### config.mk
export PLATFORM = sky130hd
export DESIGN_NAME = moore_seq_detector
export DESIGN_NICKNAME = d
export VERILOG_FILES = /design/src/rtl/fsm_pkg.sv /design/src/rtl/seq_prefix_match.sv /design/src/rtl/moore_seq_detector.sv
export SDC_FILE = /design/constraint.sdc
export NUM_CORES = 1
export LEC_CHECK = 0
export BUFFER_PORTS_ARGS = -buffer_cell sky130_fd_sc_hd__buf_2
export CAP_MARGIN = 20
export CORE_MARGIN = 3
export CORE_UTILIZATION = 40
export CTS_CLUSTER_SIZE = 20
export DETAILED_ROUTE_END_ITERATION = 6
export MAX_ROUTING_LAYER = met4
export SETUP_SLACK_MARGIN = 0.3
export SLEW_MARGIN = 20
export SYNTH_ARGS = -nofsm -noshare
export SYNTH_HDL_FRONTEND = slang
export SYNTH_SLANG_ARGS = --single-unit
export TNS_END_PERCENT = 30
### constraint.sdc
create_clock -name clk -period 2.45 [get_ports clk]
set_input_delay 0.245 -clock clk [delete_from_list [all_inputs] [get_ports clk]]
set_output_delay 0.245 -clock clk [all_outputs]
set_load 0.05 [all_outputs]
### src/rtl/fsm_pkg.sv
// rtl/fsm_pkg.sv - shared widths and limits for the serial sequence detector family
package fsm_pkg;

    // Widest match counter any detector instance may use.
    localparam int CNT_W_MAX = 32;

    // All-ones count limit at the widest width. Each instance keeps the low CNT_W bits.
    localparam logic [CNT_W_MAX-1:0] CNT_ALL_ONES = '1;

    // The state holds 0..n, so it needs $clog2(n+1) bits.
    function automatic int state_w(input int n);
        return $clog2(n + 1);
    endfunction

endpackage

### src/rtl/seq_prefix_match.sv
// rtl/seq_prefix_match.sv - combinational next-state unit: longest pattern prefix matching the bit-stream suffix
//
// Ports:
//   hist    [N-1:0]  last N valid bits; bit 0 is the newest
//   b                incoming valid bit
//   k       [SW-1:0] current state, i.e. the number of prefix bits matched
//   pattern [N-1:0]  pattern; bit N-1 is expected first
//   overlap          1 = keep the matched suffix after a full match, 0 = restart
//   next_k  [SW-1:0] state after b is accepted
module seq_prefix_match
    import fsm_pkg::*;
#(
    parameter int N  = 4,
    parameter int SW = state_w(N)
) (
    input  logic [N-1:0]  hist,
    input  logic          b,
    input  logic [SW-1:0] k,
    input  logic [N-1:0]  pattern,
    input  logic          overlap,
    output logic [SW-1:0] next_k
);

    // The window is one bit wider than any candidate match. Its top bit
    // (the oldest history bit) never falls inside a mask, because a
    // candidate of length N uses only N-1 history bits plus b.
    logic [N:0] window;
    assign window = {hist, b};

    // Low j bits set: the positions a prefix of length j occupies in the window.
    function automatic logic [N:0] prefix_mask(input int j);
        logic [N:0] m;
        m = '0;
        for (int i = 0; i <= N; i++) begin
            if (i < j) begin
                m[i] = 1'b1;
            end
        end
        return m;
    endfunction

    int          kbase;
    logic [N:0]  aligned;

    always_comb begin
        next_k  = '0;
        aligned = '0;
        // In restart mode a completed match is forgotten before b is considered.
        kbase = (!overlap && (int'(k) == N)) ? 0 : int'(k);
        // Ascending loop, so the largest qualifying j is the one that sticks.
        for (int j = 1; j <= N; j++) begin
            // pattern[N-1 -: j] moves down to bits [j-1:0], with the first-expected bit lining up with the oldest bit.
            aligned = {1'b0, pattern} >> (N - j);
            if ((j <= kbase + 1) && (((window ^ aligned) & prefix_mask(j)) == '0)) begin
                next_k = SW'(j);
            end
        end
    end

endmodule

### src/rtl/moore_seq_detector.sv
// rtl/moore_seq_detector.sv - parametrised Moore serial sequence detector with loadable pattern and saturating match counter
//
// Ports:
//   clk                       rising-edge clock
//   reset_n                   asynchronous active-low reset
//   in_valid, in              serial bit and its qualifier
//   cfg_load                  load cfg_pattern/cfg_overlap, restart detection, clear count
//   cfg_pattern [N-1:0]       new pattern; bit N-1 is expected first
//   cfg_overlap               1 = overlapping matches, 0 = restart after a match
//   out                       high while the state is N (full match)
//   state_o     [SW-1:0]      number of pattern bits currently matched
//   match_count [CNT_W-1:0]   saturating match count
//   count_sat                 match_count is all ones
module moore_seq_detector
    import fsm_pkg::*;
#(
    parameter int           N             = 4,
    parameter logic [N-1:0] RESET_PATTERN = 4'b1011,
    parameter logic         RESET_OVERLAP = 1'b1,
    parameter int           CNT_W         = 8
) (
    input  logic                   clk,
    input  logic                   reset_n,
    input  logic                   in_valid,
    input  logic                   in,
    input  logic                   cfg_load,
    input  logic [N-1:0]           cfg_pattern,
    input  logic                   cfg_overlap,
    output logic                   out,
    output logic [state_w(N)-1:0]  state_o,
    output logic [CNT_W-1:0]       match_count,
    output logic                   count_sat
);

    localparam int               SW        = state_w(N);
    localparam logic [SW-1:0]    FULL      = SW'(N);
    localparam logic [CNT_W-1:0] CNT_LIMIT = CNT_ALL_ONES[CNT_W-1:0];

    logic [SW-1:0]    state_q, state_d, match_k;
    logic [N-1:0]     hist_q, hist_d;
    logic [N-1:0]     pattern_q;
    logic             overlap_q;
    logic [CNT_W-1:0] cnt_q;

    seq_prefix_match #(
        .N  (N),
        .SW (SW)
    ) u_match (
        .hist    (hist_q),
        .b       (in),
        .k       (state_q),
        .pattern (pattern_q),
        .overlap (overlap_q),
        .next_k  (match_k)
    );

    // State register (with the history that qualifies it).
    always_ff @(posedge clk or negedge reset_n) begin
        if (!reset_n) begin
            state_q <= '0;
            hist_q  <= '0;
        end else begin
            state_q <= state_d;
            hist_q  <= hist_d;
        end
    end

    // Next state: reconfiguration wins over a bit arriving on the same edge.
    always_comb begin
        state_d = state_q;
        hist_d  = hist_q;
        if (cfg_load) begin
            state_d = '0;
            hist_d  = '0;
        end else if (in_valid) begin
            state_d = match_k;
            hist_d  = {hist_q[N-2:0], in};
        end
    end

    // Outputs come from registers only; nothing from in reaches out combinationally.
    always_comb begin
        out         = (state_q == FULL);
        state_o     = state_q;
        match_count = cnt_q;
        count_sat   = (cnt_q == CNT_LIMIT);
    end

    always_ff @(posedge clk or negedge reset_n) begin
        if (!reset_n) begin
            pattern_q <= RESET_PATTERN;
            overlap_q <= RESET_OVERLAP;
        end else if (cfg_load) begin
            pattern_q <= cfg_pattern;
            overlap_q <= cfg_overlap;
        end
    end

    // Counts on the same edge the state reaches N, so count and out change together.
    always_ff @(posedge clk or negedge reset_n) begin
        if (!reset_n) begin
            cnt_q <= '0;
        end else if (cfg_load) begin
            cnt_q <= '0;
        end else if (in_valid && (match_k == FULL) && (cnt_q != CNT_LIMIT)) begin
            cnt_q <= cnt_q + 1'b1;
        end
    end

endmodule
==> results.ini, run 1 <==
[yosys]
syn-instance-count = 100
ys_ff_latch = 19
ys.flop_type = dfrtp_1
syn-cell-area_um2 = 1050
synth_commonest_cells = dfrtp_1 (15), nor2_1 (7), xor2_1 (7)
yosys.area.top_type = dfrtp_1
synthTopCellsByArea = dfrtp_1 (36%), dfstp_2 (10%), xor2_1 (5.8%)
synth_cell_type_count = 37
syn_nets = 111
syn_avg_cell_area_um2 = 10.5
ys_warn_count = 0
postSynth.asyncResetShare_pct = 100
seq_area_frac_synth_pct = 45.8
synth.most_common_cell = dfrtp_1
yosysTopAreaCellShare_pct = 35.8
synth-edff-count = 0

[sta]
slew_violations = 0
skew_ns = 0.0140
min_period_ns = 2.08
finalCritPeriodShare_pct = 84.8
rsz0062_at_grt = true
fin_tns_setup_ns = 0
fin_ws_ns = 0.371
finalHoldViolations = 0
max_freq_ghz = 0.481
tightest_slew_ns = 0.462
maxSlewHeadroom_pct = 68.9
fin_hold_ws_ns = 0.160
setup_viol = 0

[placed_design]
globalplace.congestion = 0.773
dpl_worst_slack_ns = 0.277
numPortBuffers = 22
hpwl_um = 1480

[die]
die-area_um2 = 3280
die_y_um = 57.2
die_x_um = 57.2
io_pins = 23
start_util_pct = 44.9
core-area_um2 = 2340
num_rows = 17

[cts]
clk_pin_slew_ns = 0.11
cts_buffers = 3
clock_latency_ns = 0.30
cts_setup_buffers = 0
h-tree-depth = 1
cts_tree = built
cts_buffer_depth = 2
root_buffer = clkbuf_4
cts_sinks = 19

[cells_and_area]
drive_above_1_share_pct = 39.2
n_fill_cell = 232
multi_input_area_um2 = 541
ff_latch_area_um2 = 487
antenna_cells = 0
areaGrowthSynthToFinish_pct = 16.2
nets = 132

[worst_setup_path]
worst-setup-path-type = flop to flop
crit_path_end_kind = flop
r2r_slack_ns = 0.37
critPathBufInv = 0
reg2reg_depth = 5
cp_data_required_time_ns = 2.66
path_max_fanout = 8
path_depth = 5
slowest_stage = dfstp_2
worstPathArrival_ns = 2.29
crit_chain = xor2_1, or3b_2, or3_4, o31a_1, o21a_1
crit_family = simple AND/OR/NAND/NOR gates
start_kind = flop
critical-path-max-stage-delay_ns = 0.58

[pwr]
ir_drop_v = 0.000338
p_int_w = 0.000430
swShare_pct = 26.3
p_per_area_nw_per_um2 = 478
p_leak_nw = 0.554
pwr-share-seq_pct = 59.8
p_switching_w = 0.000153
clkPwrFrac_pct = 27.4
comb_power_share_pct = 12.8

[detailed_routing]
dr.pass1.iters = 3
drc_errors = 0
vias = 782
wl_per_cell_um = 13.8
routed_wl_um = 2050
ant_nets = 0
via_per_inst = 5.28
drtIter0Drc = 23

[global_route]
antenna_found_initial = 0
grt_start_max_net_pins = 20
first_global_vias = 743
overflow = 0
grt_pass1_wl_um = 3550
grt_util_all_layers_pct = 14.1

[min_path]
whs_path_depth = 2
hold_class = input port to flop

[job]
cap_violations = 0

[outcome]
outcome = complete, no violations

power by group through the flow:
| stage | sequential [W] | combinational [W] | clock [W] |
|---|---|---|---|
| finish | 0.000349 | 0.0000749 | 0.000160 |
| global placement | 0.000354 | 0.0000735 | 0 |
| detailed placement | 0.000355 | 0.0000743 | 0 |
| CTS | 0.000349 | 0.0000760 | 0.000170 |
| floorplan | 0.000354 | 0.0000547 | 0 |
| global route | 0.000352 | 0.0000831 | 0.000178 |
state kept, by name, indices dropped and copies added (netlist names):
| signal | cells |
|---|---|
| state_o | 3 |
| pattern_q | 4 |
| hist_q | 3 |
| match_count | 8 |
| overlap_q | 1 |
worst paths after layout:
| kind | start | end |
|---|---|---|
| setup / recovery | pattern_q[1] | match_count[5] |
| hold reg to reg | match_count[2] | match_count[2] |
| hold / removal | cfg_overlap | overlap_q |
| max in group asynchronous | reset_n | pattern_q[1] |
| setup reg to reg | pattern_q[1] | match_count[5] |
| min in group asynchronous | reset_n | match_count[4] |
routing by layer:
layer | track usage (%) | up-vias | wire, um | share of wire, %
li1 | - | 394 | - | -
met1 | 19.3 | 371 | 1030 | 50
met2 | 20.9 | 17 | 908 | 44
met3 | 5.20 | 0 | 110 | 5.4
met4 | 0.993 | 0 | 0 | 0
met5 | - | - | 0 | 0
area by class of cell:
cell class | count | area share [%]
well taps | 28 | 2.87
flip-flops and latches | 19 | 39.9
inverters | 3 | 0.923
multi-input cells | 71 | 44.3
repair buffers | 23 | 9.85
clock buffers | 4 | 2.15
cell usage in the layout, fill, tap and decap left out, types with 2 or more instances in the layout:
cell type,instances
nand2_1,4
dfrtp_2,5
a21oi_1,3
dfrtp_1,10
inv_1,3
o21a_1,2
mux2i_1,5
nand2b_1,2
nor4_1,3
xor2_1,7
buf_2,22
clkbuf_4,3
nand3_1,2
dfstp_2,4
mux2_2,5
o21ai_0,2
a32o_1,2
xnor2_1,5
nor2_1,7
kinds of logic (layout without fill, tap and decap cells):
logic type / count (synthesis) / in the layout / synth area share (%)
fa+ha+maj: 1 / 1 / 1.19
mux: 10 / 10 / 10.1
simple gates: 32 / 32 / 16.9
flops: 19 / 19 / 45.8
buf+inv: 10 / 30 / 5.12
xor+xnor: 12 / 12 / 10.0
compound gates: 16 / 16 / 10.8
metrics by stage:
| stage | total power [W] | cell area [um^2] | instances | utilization [%] |
|---|---|---|---|---|
| after floorplan | 0.000409 | 1080 | 100 | - |
| after global placement | 0.000428 | 1180 | 143 | 50.4 |
| after detailed placement | 0.000429 | 1180 | 143 | 50.4 |
| after CTS | 0.000595 | 1220 | 148 | 52.1 |
| after global routing | 0.000613 | 1220 | 148 | 52.1 |
| final | 0.000583 | 1220 | 148 | 52.1 |
repair_timing:
action / 4_1_cts / 5_1_grt
hold endpoints to repair: 15 / 0
hold buffers: 1 / 0
setup endpoints to repair: 2 / 4
resized for setup: 1 / 0
Note: power is estimated with default switching activity, not from simulation.
==> inputs of run 2 (changes only) <==
==> constraint.sdc (replaced) <==
create_clock -name clk -period 2.2 [get_ports clk]
set_input_delay 0.22 -clock clk [delete_from_list [all_inputs] [get_ports clk]]
set_output_delay 0.22 -clock clk [all_outputs]
set_load 0.05 [all_outputs]
==> run 2 against run 1 <==
Design area up 5.9%. Non-clock buffer count up 6. Highest routed layer is now met4. Largest cell class unchanged. Worst setup slack worse by 0.22 ns. Critical path depth unchanged.
==> results.ini, run 2 (synthesized netlist as in run 1, its figures left out) <==
[die]
num_rows = 17
core-area_um2 = 2340
start_util_pct = 44.9
die_x_um = 57.2
die_y_um = 57.2
io_pins = 23
die-area_um2 = 3280

[worst_setup_path]
cp_data_required_time_ns = 2.40
r2r_slack_ns = 0.15
worst-setup-path-type = flop to flop
path_max_fanout = 8
start_kind = flop
worstPathArrival_ns = 2.25
crit_path_end_kind = flop

[cells_and_area]
largest_reg_flops = 8
fin_util_pct = 55.2
drive_above_1_share_pct = 46.0
n_fill_cell = 226
antenna_cells = 0
areaGrowthSynthToFinish_pct = 23.1
ff_latch_area_um2 = 489
fin_cells = 154
final_common_cell = buf_2
mostFrequentLayoutCells = buf_2 (22), dfrtp_1 (8), xor2_1 (7), nor2_1 (7), dfrtp_2 (7)
nets = 138
multi_input_area_um2 = 564

[cts]
h-tree-depth = 1
cts_buffer_depth = 2
cts_tree = built
root_buffer = clkbuf_4
clk_pin_slew_ns = 0.11
cts_sinks = 19
clock_latency_ns = 0.30
cts_buffers = 3

[placed_design]
globalplace.congestion = 0.723
numPortBuffers = 22
hpwl_um = 1560
dpl_worst_slack_ns = 0.0170
dp.cells = 146

[global_route]
grt_pass1_wl_um = 3640
grt_start_max_net_pins = 20
first_global_vias = 791
antenna_found_initial = 0
overflow = 0
grt_util_all_layers_pct = 14.7

[sta]
max_freq_ghz = 0.488
fin_hold_ws_ns = 0.148
rsz0062_at_grt = true
finalHoldViolations = 0
fin_ws_ns = 0.152
min_period_ns = 2.05
maxSlewHeadroom_pct = 71.8
setup_viol = 0
skew_ns = 0.00275
finalCritPeriodShare_pct = 93.1
tightest_slew_ns = 0.423
fin_tns_setup_ns = 0
slew_violations = 0

[outcome]
outcome = complete, no violations

[detailed_routing]
dr.pass1.iters = 4
drc_errors = 0
wl_per_cell_um = 13.6
via_per_inst = 5.21
ant_nets = 0
vias = 803
routed_wl_um = 2100
drtIter0Drc = 21

[pwr]
p_leak_nw = 0.582
pwr-share-seq_pct = 58.8
comb_power_share_pct = 14.3
swShare_pct = 26.5
p_per_area_nw_per_um2 = 506
p_int_w = 0.000481
clkPwrFrac_pct = 26.9
p_switching_w = 0.000173
ir_drop_v = 0.000374

[job]
cap_violations = 0

[min_path]
hold_class = input port to flop

## run 2: cell count changes in the layout (fill, tap and decap cells not counted)
cell,previous run,this run
nor4_1,3,1
or3b_2,1,0
buf_4,0,6
nor4_4,0,1
or3b_4,0,1
dfrtp_2,5,7
dfrtp_1,10,8
nor4_2,0,1
clkbuf_1,1,0
clkinv_2,0,1
## run 2: routing by layer
layer,vias up,global-route usage [%],wire length [um]
li1,407,-,-
met1,371,18.5,986
met2,23,22.5,949
met3,2,4.98,142
met4,0,3.97,20
met5,-,-,0
## run 2: critical path, stage by stage (launching register included)
cell,delay (ns)
dfstp_2,0.57
nor3_2,0.05
or4_4,0.53
or3_4,0.39
o31a_1,0.25
o21a_1,0.16
## run 2: per-stage QoR
stage,power (W),area (um^2)
global route,0.000693,1290
detailed placement,0.000482,1200
floorplan,0.000456,1080
finish,0.000654,1290
global placement,0.000481,1200
CTS,0.000660,1260
## run 2: timing repair
| action | 4_1_cts | 5_1_grt |
|---|---|---|
| buffers inserted | 2 | 1 |
| gates resized for setup | 1 | 4 |
| endpoints found under the setup margin | 9 | 12 |
| endpoints found under the hold margin | 15 | 0 |
| pin swaps | 1 | 1 |
| hold buffers | 1 | 0 |
## run 2: area by class of cell
cell class / count / area share [%]
tap: 28 / 2.71
sequential: 19 / 37.9
inverter: 3 / 0.871
clock inverter: 1 / 0.387
clock buffer: 3 / 1.74
timing repair buffer: 29 / 12.8
multi-input combinational: 71 / 43.7
## run 2: power groups by stage
stage	Clock [W]	Sequential [W]	Combinational [W]
3_5_place_dp	0	0.000391	0.0000911
4_1_cts	0.000183	0.000385	0.0000929
3_3_place_gp	0	0.000390	0.0000904
2_1_floorplan	0	0.000395	0.0000609
5_1_grt	0.000201	0.000387	0.000104
6_report	0.000176	0.000384	0.0000936
## run 2: final timing paths
path,end,depth (start not counted),from
max,match_count[5],5,overlap_q
min,pattern_q[2],2,cfg_pattern[2]
max reg2reg,match_count[5],5,overlap_q
min reg2reg,match_count[2],1,match_count[2]
max in group asynchronous,pattern_q[3],2,reset_n
min in group asynchronous,match_count[4],2,reset_n
